--- src/rtl/mdu_seq_ctrl_if.sv ---
// mdu_seq_ctrl_if: the pipeline-side bundle of the multiply/divide sequencer.
//   master : EX stage / hazard unit (drives requests, operands and MT writes)
//   slave  : mdu_seq_ctrl (drives busy/stall/done and the HI/LO registers)
// Signals:
//   start_i, op_i, rs_i, rt_i    mult/div request and forwarded operands
//   hi_we_i, lo_we_i, wdata_i    MTHI/MTLO writes
//   hilo_rd_i                    MFHI/MFLO in EX
//   flush_i                      EX instruction squashed
//   busy_o, stall_o, done_o      sequencer status
//   hi_o, lo_o                   committed HI/LO
interface mdu_seq_ctrl_if #(
    parameter int unsigned WIDTH = 32
);
    logic             start_i;
    logic [1:0]       op_i;
    logic [WIDTH-1:0] rs_i;
    logic [WIDTH-1:0] rt_i;
    logic             hi_we_i;
    logic             lo_we_i;
    logic [WIDTH-1:0] wdata_i;
    logic             hilo_rd_i;
    logic             flush_i;
    logic             busy_o;
    logic             stall_o;
    logic             done_o;
    logic [WIDTH-1:0] hi_o;
    logic [WIDTH-1:0] lo_o;

    modport master (
        output start_i, op_i, rs_i, rt_i, hi_we_i, lo_we_i, wdata_i, hilo_rd_i, flush_i,
        input  busy_o, stall_o, done_o, hi_o, lo_o
    );

    modport slave (
        input  start_i, op_i, rs_i, rt_i, hi_we_i, lo_we_i, wdata_i, hilo_rd_i, flush_i,
        output busy_o, stall_o, done_o, hi_o, lo_o
    );
endinterface

--- src/rtl/mdu_seq_ctrl.sv ---
// mdu_seq_ctrl: multi-cycle MULT/MULTU/DIV/DIVU sequencer beside the EX-stage ALU.
// Runs a 1-bit/cycle shift-add multiplier or restoring divider on operand magnitudes,
// fixes up signs in a final cycle and commits the result to the HI/LO registers it owns.
// Also serves MTHI/MTLO writes and raises a stall while a result is pending.
// Ports:
//   clk    pipeline clock, rising edge
//   rst_n  asynchronous active-low reset
//   bus    mdu_seq_ctrl_if.slave (requests, operands, MT writes, flush, status, HI/LO)
// Optional feature macro: MDU_EARLY_TERM_EN (multiplies finish as soon as the remaining
// multiplier bits are all zero; division is unaffected).
module mdu_seq_ctrl #(
    parameter int unsigned WIDTH = 32,
    parameter int unsigned CNT_W = 6
) (
    input  logic           clk,
    input  logic           rst_n,
    mdu_seq_ctrl_if.slave  bus
);

    typedef enum logic [1:0] {StIdle, StCalc, StFix} state_e;

    localparam logic [CNT_W-1:0] CntLoad = CNT_W'(WIDTH - 1);

    state_e             state_q, state_d;
    logic [CNT_W-1:0]   cnt_q, cnt_d;
    // Mult: {partial product high, multiplier / product low}. Div: {remainder, quotient}.
    logic [2*WIDTH-1:0] acc_q, acc_d;
    // Multiplicand magnitude (mult) or divisor magnitude (div).
    logic [WIDTH-1:0]   opa_q, opa_d;
    logic               is_div_q, is_div_d;
    logic               neg_res_q, neg_res_d;
    logic               neg_rem_q, neg_rem_d;
    logic               div0_q, div0_d;
    logic [WIDTH-1:0]   hi_q, hi_d;
    logic [WIDTH-1:0]   lo_q, lo_d;
    logic               busy_q, busy_d;
    logic               done_q, done_d;

    logic               signed_op;
    logic               rs_neg, rt_neg;
    logic [WIDTH-1:0]   rs_abs, rt_abs;
    logic [WIDTH:0]     mul_sum;
    logic [2*WIDTH-1:0] mul_next;
    logic [WIDTH:0]     div_rem_sh;
    logic [WIDTH:0]     div_diff;
    logic [2*WIDTH-1:0] div_next;
    logic [2*WIDTH-1:0] prod_fix;
    logic [WIDTH-1:0]   quo_fix, rem_fix;
`ifdef MDU_EARLY_TERM_EN
    logic [WIDTH-1:0]   ones;
    logic [WIDTH-1:0]   rest_mask;
    logic               mul_rest_zero;
`endif

    // Operand magnitudes; only signed ops (op_i[0]==0) take absolute values.
    assign signed_op = ~bus.op_i[0];
    assign rs_neg    = signed_op & bus.rs_i[WIDTH-1];
    assign rt_neg    = signed_op & bus.rt_i[WIDTH-1];
    assign rs_abs    = rs_neg ? -bus.rs_i : bus.rs_i;
    assign rt_abs    = rt_neg ? -bus.rt_i : bus.rt_i;

    // Shift-add step: add multiplicand to the high half when the multiplier LSB is set,
    // then shift the whole accumulator right by one (carry enters at the top).
    assign mul_sum  = {1'b0, acc_q[2*WIDTH-1:WIDTH]} + (acc_q[0] ? {1'b0, opa_q} : '0);
    assign mul_next = {mul_sum, acc_q[WIDTH-1:1]};

    // Restoring step: shift {rem,quo} left, subtract the divisor if it fits.
    // The shifted remainder needs WIDTH+1 bits before the compare.
    assign div_rem_sh = acc_q[2*WIDTH-1:WIDTH-1];
    assign div_diff   = div_rem_sh - {1'b0, opa_q};
    assign div_next   = {(div_diff[WIDTH] ? div_rem_sh[WIDTH-1:0] : div_diff[WIDTH-1:0]),
                         acc_q[WIDTH-2:0], ~div_diff[WIDTH]};

    assign prod_fix = neg_res_q ? -acc_q : acc_q;
    assign quo_fix  = neg_res_q ? -acc_q[WIDTH-1:0] : acc_q[WIDTH-1:0];
    assign rem_fix  = neg_rem_q ? -acc_q[2*WIDTH-1:WIDTH] : acc_q[2*WIDTH-1:WIDTH];

`ifdef MDU_EARLY_TERM_EN
    // After this step cnt_q multiplier bits remain unshifted, in the low cnt_q positions.
    assign ones          = '1;
    assign rest_mask     = ~(ones << cnt_q);
    assign mul_rest_zero = (mul_next[WIDTH-1:0] & rest_mask) == '0;
`endif

    always_comb begin
        state_d   = state_q;
        cnt_d     = cnt_q;
        acc_d     = acc_q;
        opa_d     = opa_q;
        is_div_d  = is_div_q;
        neg_res_d = neg_res_q;
        neg_rem_d = neg_rem_q;
        div0_d    = div0_q;
        hi_d      = hi_q;
        lo_d      = lo_q;
        done_d    = 1'b0;

        unique case (state_q)
            StIdle: begin
                if (!bus.flush_i) begin
                    if (bus.start_i) begin
                        // Start wins over a simultaneous MT write.
                        is_div_d  = bus.op_i[1];
                        neg_res_d = rs_neg ^ rt_neg;
                        neg_rem_d = rs_neg;
                        div0_d    = 1'b0;
                        cnt_d     = CntLoad;
                        opa_d     = bus.op_i[1] ? rt_abs : rs_abs;
                        acc_d     = {{WIDTH{1'b0}}, (bus.op_i[1] ? rs_abs : rt_abs)};
                        state_d   = StCalc;
                        if (bus.op_i[1] && (bus.rt_i == '0)) begin
                            // Divide by zero: HI gets the raw dividend.
                            div0_d  = 1'b1;
                            acc_d   = {{WIDTH{1'b0}}, bus.rs_i};
                            state_d = StFix;
                        end
`ifdef MDU_EARLY_TERM_EN
                        if (!bus.op_i[1] && (bus.rt_i == '0)) begin
                            state_d = StFix;
                        end
`endif
                    end else begin
                        if (bus.hi_we_i) begin
                            hi_d = bus.wdata_i;
                        end
                        if (bus.lo_we_i) begin
                            lo_d = bus.wdata_i;
                        end
                    end
                end
            end
            StCalc: begin
                if (bus.flush_i) begin
                    state_d = StIdle;
                end else begin
                    acc_d = is_div_q ? div_next : mul_next;
                    if (cnt_q == '0) begin
                        state_d = StFix;
                    end else begin
                        cnt_d = cnt_q - CNT_W'(1);
`ifdef MDU_EARLY_TERM_EN
                        if (!is_div_q && mul_rest_zero) begin
                            // Remaining steps would only shift; do all of them at once.
                            acc_d   = mul_next >> cnt_q;
                            cnt_d   = '0;
                            state_d = StFix;
                        end
`endif
                    end
                end
            end
            StFix: begin
                state_d = StIdle;
                if (!bus.flush_i) begin
                    done_d = 1'b1;
                    if (div0_q) begin
                        hi_d = acc_q[WIDTH-1:0];
                        lo_d = '1;
                    end else if (is_div_q) begin
                        hi_d = rem_fix;
                        lo_d = quo_fix;
                    end else begin
                        hi_d = prod_fix[2*WIDTH-1:WIDTH];
                        lo_d = prod_fix[WIDTH-1:0];
                    end
                end
            end
            default: begin
                state_d = StIdle;
            end
        endcase

        busy_d = (state_d != StIdle);
    end

    always_ff @(posedge clk or negedge rst_n) begin
        if (!rst_n) begin
            state_q   <= StIdle;
            cnt_q     <= '0;
            acc_q     <= '0;
            opa_q     <= '0;
            is_div_q  <= 1'b0;
            neg_res_q <= 1'b0;
            neg_rem_q <= 1'b0;
            div0_q    <= 1'b0;
            hi_q      <= '0;
            lo_q      <= '0;
            busy_q    <= 1'b0;
            done_q    <= 1'b0;
        end else begin
            state_q   <= state_d;
            cnt_q     <= cnt_d;
            acc_q     <= acc_d;
            opa_q     <= opa_d;
            is_div_q  <= is_div_d;
            neg_res_q <= neg_res_d;
            neg_rem_q <= neg_rem_d;
            div0_q    <= div0_d;
            hi_q      <= hi_d;
            lo_q      <= lo_d;
            busy_q    <= busy_d;
            done_q    <= done_d;
        end
    end

    assign bus.busy_o  = busy_q;
    assign bus.done_o  = done_q;
    assign bus.hi_o    = hi_q;
    assign bus.lo_o    = lo_q;
    assign bus.stall_o = busy_q & (bus.start_i | bus.hilo_rd_i | bus.hi_we_i | bus.lo_we_i);

endmodule

--- src/flat_wrapper.sv ---
// flat-port wrapper written by rule: the top's interface ports become plain ports
module mdu_seq_ctrl_flat 
#(
    parameter int unsigned WIDTH = 32,
    parameter int unsigned CNT_W = 6
)
  (clk, rst_n, bus_start_i, bus_op_i, bus_rs_i, bus_rt_i, bus_hi_we_i, bus_lo_we_i, bus_wdata_i, bus_hilo_rd_i, bus_flush_i, bus_busy_o, bus_stall_o, bus_done_o, bus_hi_o, bus_lo_o);
  mdu_seq_ctrl_if #(.WIDTH(WIDTH)) bus_i ();
  input  logic clk;
  input  logic rst_n;
  input wire logic [$bits(bus_i.start_i)-1:0] bus_start_i;
  input wire logic [$bits(bus_i.op_i)-1:0] bus_op_i;
  input wire logic [$bits(bus_i.rs_i)-1:0] bus_rs_i;
  input wire logic [$bits(bus_i.rt_i)-1:0] bus_rt_i;
  input wire logic [$bits(bus_i.hi_we_i)-1:0] bus_hi_we_i;
  input wire logic [$bits(bus_i.lo_we_i)-1:0] bus_lo_we_i;
  input wire logic [$bits(bus_i.wdata_i)-1:0] bus_wdata_i;
  input wire logic [$bits(bus_i.hilo_rd_i)-1:0] bus_hilo_rd_i;
  input wire logic [$bits(bus_i.flush_i)-1:0] bus_flush_i;
  output wire logic [$bits(bus_i.busy_o)-1:0] bus_busy_o;
  output wire logic [$bits(bus_i.stall_o)-1:0] bus_stall_o;
  output wire logic [$bits(bus_i.done_o)-1:0] bus_done_o;
  output wire logic [$bits(bus_i.hi_o)-1:0] bus_hi_o;
  output wire logic [$bits(bus_i.lo_o)-1:0] bus_lo_o;
  assign bus_i.start_i = bus_start_i;
  assign bus_i.op_i = bus_op_i;
  assign bus_i.rs_i = bus_rs_i;
  assign bus_i.rt_i = bus_rt_i;
  assign bus_i.hi_we_i = bus_hi_we_i;
  assign bus_i.lo_we_i = bus_lo_we_i;
  assign bus_i.wdata_i = bus_wdata_i;
  assign bus_i.hilo_rd_i = bus_hilo_rd_i;
  assign bus_i.flush_i = bus_flush_i;
  assign bus_busy_o = bus_i.busy_o;
  assign bus_stall_o = bus_i.stall_o;
  assign bus_done_o = bus_i.done_o;
  assign bus_hi_o = bus_i.hi_o;
  assign bus_lo_o = bus_i.lo_o;
  mdu_seq_ctrl #(.WIDTH(WIDTH), .CNT_W(CNT_W)) u_core (.clk(clk), .rst_n(rst_n), .bus(bus_i));
endmodule
--- config.mk ---
export PLATFORM = sky130hd
export DESIGN_NAME = mdu_seq_ctrl_flat
export DESIGN_NICKNAME = d
export VERILOG_FILES = /design/src/rtl/mdu_seq_ctrl_if.sv /design/src/rtl/mdu_seq_ctrl.sv /design/src/flat_wrapper.sv
export SDC_FILE = /design/constraint.sdc
export NUM_CORES = 1
export LEC_CHECK = 0
export CAP_MARGIN = 25
export CELL_PAD_IN_SITES_DETAIL_PLACEMENT = 1
export CELL_PAD_IN_SITES_GLOBAL_PLACEMENT = 2
export CORE_ASPECT_RATIO = 1.25
export CORE_UTILIZATION = 31
export DETAILED_ROUTE_END_ITERATION = 8
export GPL_ROUTABILITY_DRIVEN = 0
export PLACE_DENSITY_LB_ADDON = 0.1
export SETUP_SLACK_MARGIN = 0.3
export SYNTH_ARGS = -nofsm -noshare
export SYNTH_HDL_FRONTEND = slang
export SYNTH_SLANG_ARGS = --single-unit
--- constraint.sdc ---
create_clock -name clk -period 3.1 [get_ports clk]
set_input_delay 0.62 -clock clk [delete_from_list [all_inputs] [get_ports clk]]
set_output_delay 0.62 -clock clk [all_outputs]
set_load 0.03 [all_outputs]
==> results.yml <==
outcome:
  status: "finished with violations"
  failed_checks: "setup timing"
sta:
  fmaxAchievable_mhz: 307
  clock_skew_ps: 20.8
  drv_slew: 0
  period_minus_slack_ps: 3260
  fin_setup_tns_ps: -1070
  hold_viol: 0
  fin_ws_ps: -156
  fin_crit_sh_pct: 105
  slew_headroom_pct: 53.2
  worst_slew_pin_slew_ps: 699
  setup_violations: 23
  hold-worst-slack_ps: 73.4
  rsz0062_at_grt: "true"
power:
  powerDensity_mw_per_mm2: 913
  power.leakage_uw: 0.0105
  peakVddDrop_mv: 0.491
  finalPower_uw: 22500
floorplanning:
  die_h_um: 256
  core_mm2: 0.0506
  rows: 92
  initial_core_util_pct: 31.5
  io_pins: 172
  die_w_um: 205
  dieArea_mm2: 0.0524
clocking:
  cts_tree: "built"
  cts_sinks: 174
  clkTransAtPathRegs_ps: 90
  clock_latency_ps: 480
  clock_path_buffers: 2
  root_buffer: "clkbuf_16"
  numCtsBuffers: 17
  htree_levels: 4
finish:
  final_common_cell: "buf_4"
  antenna_cells: 0
  fill_cells: 6009
  stdcell_area_mm2: 0.0247
  final_nets: 2827
  syn_to_final_growth_pct: 54.5
  drive_above_1_share_pct: 32.1
  layout_common_cells: "buf_4 (449), nand2_1 (207), a21oi_1 (166)"
synthesis:
  async_flop_share_pct: 100
  ys_seq_area_share_pct: 27.3
  synthesis.nets: 2269
  synth_cell_types: 81
  netlist_instances: 2092
  synth_edf_count: 0
  ys_ff_latch: 174
  ys_warn_count: 0
  ys.flop_type: "dfrtp_1"
  syn-cell-area_mm2: 0.0160
  avgSynthCellArea_um2: 7.63
worst_setup_path:
  crit_chain: "or4_4 > or3_4 > or3_4 > o31a_1 > o31ai_2 > xor2_1 > buf_4 > o21ai_2 > a221o_1"
  arrival_ps: 3610
  end_kind: "flip-flop"
  start_kind: "flip-flop"
  cp_max_fo: 4
  path_class: "reg -> reg"
  max_stage_delay_ps: 560
  rr_worst_depth: 9
  cpMaxStageDelayCell: "or4_4"
  cp.depth: 9
  path_common_cell: "or3_4"
  crit_required_ps: 3450
  crit_buf_inv: 1
  crit_family: "simple AND/OR/NAND/NOR gates"
grt:
  antenna_found_initial: 0
  grt_start_max_net_pins: 112
  grt_pass1_wl_mm: 126
  track_usage_pct: 31.7
  grt_pass1_vias: 20200
  grt_overflow: 0
drt:
  drt_iter0_markers: 1142
  drcViolationCount: 0
  wirelength_mm: 83.7
  vias_per_cell: 5.73
  vias: 19000
  routedWlPerCell_um: 25.2
  final_antenna_net_count: 0
  drt_pass1_iterations: 5
worst_hold_path:
  hp-class: "in -> async"
placement:
  io_buffers: 171
  dpl_cell_area_mm2: 0.0214
  pre_cts_slack_ps: -454
  dpl.hpwl_mm: 64.1
flow_run:
  drv_cap: 0
## logic make-up after synthesis
family	share of synthesized area, %
muxes	3.41
and+or+nand+nor	19.8
adders and majority gates	5.74
xor gates and xnor gates	9.60
buffers and inverters	5.32
DFF	27.3
AOI/OAI and AO/OA	28.8
## layout make-up
type	instances	area (um2)	share of cell area [%]
sequential	174	4370	17.7
timing repair buffer	687	6090	24.7
clock buffer	19	443	1.80
multi-input combinational	1698	12500	50.7
inverter	72	283	1.15
tap	658	823	3.34
clock inverter	13	150	0.609
## metrics by stage
stage               util, %  instances
floorplan                 -       2092
global placement       42.3       3193
detailed placement     42.3       3193
CTS                    46.9       3279
global route           48.7       3321
finish                 48.7       3321
## synth_stat cells (42+ instances only)
cell type / instances / area (um2)
nand2_1: 219 / 822
a21oi_1: 195 / 976
o21ai_0: 189 / 946
nor2_1: 183 / 687
dfrtp_1: 174 / 4350
xnor2_1: 127 / 1110
clkbuf_1: 120 / 450
inv_1: 71 / 267
ha_1: 70 / 876
nor3_1: 56 / 280
xor2_1: 48 / 420
a211oi_1: 43 / 323
o22ai_1: 43 / 269
mux2i_1: 42 / 420
## state kept, by name (all words and copies together), names as in the netlist
signal / cells
u_core.acc_q: 64
u_core.bus.hi_o: 32
u_core.bus.lo_o: 32
u_core.opa_q: 32
u_core.cnt_q: 6
u_core.state_q: 2
u_core.bus.busy_o: 1
u_core.bus.done_o: 1
u_core.div0_q: 1
u_core.is_div_q: 1
u_core.neg_rem_q: 1
u_core.neg_res_q: 1
## what timing repair did
item / CTS / global route
endpoints found under the setup margin: 99 / 105
hold buffers: 0 / 0
gates cloned: 4 / 1
pin swaps: 123 / 116
gates resized for setup: 306 / 153
buffers inserted: 50 / 41
## routing by layer
| metal | wire (um) | vias up | global-route usage [%] |
|---|---|---|---|
| met5 | 0 | - | 0 |
| met4 | 5120 | 0 | 17.9 |
| met3 | 3640 | 204 | 3.35 |
| met2 | 41200 | 596 | 55.0 |
| met1 | 33700 | 9460 | 37.6 |
| li1 | - | 8758 | - |
## path summary, 6_finish.rpt
check | slack (ps) | end | startpoint
setup reg to reg | -160 | u_core.bus.hi_o[29]$_DFFE_PN0P_ | u_core.acc_q[42]$_DFFE_PN0P_
setup / recovery | -160 | u_core.bus.hi_o[29]$_DFFE_PN0P_ | u_core.acc_q[42]$_DFFE_PN0P_
min in group clk | 480 | u_core.bus.lo_o[20]$_DFFE_PN0P_ | u_core.bus.lo_o[20]$_DFFE_PN0P_
hold / removal | 70 | u_core.bus.lo_o[9]$_DFFE_PN0P_ | rst_n
hold reg to reg | 480 | u_core.bus.lo_o[20]$_DFFE_PN0P_ | u_core.bus.lo_o[20]$_DFFE_PN0P_
max in group asynchronous | 2210 | u_core.acc_q[60]$_DFFE_PN0P_ | rst_n
## power by group
group          internal, uW  total, uW  switching (uW)
logic                  7570      16700            9130
registers              2900       3470             575
clock network          1170       2340            1170
(Power assumes the default switching activity.)
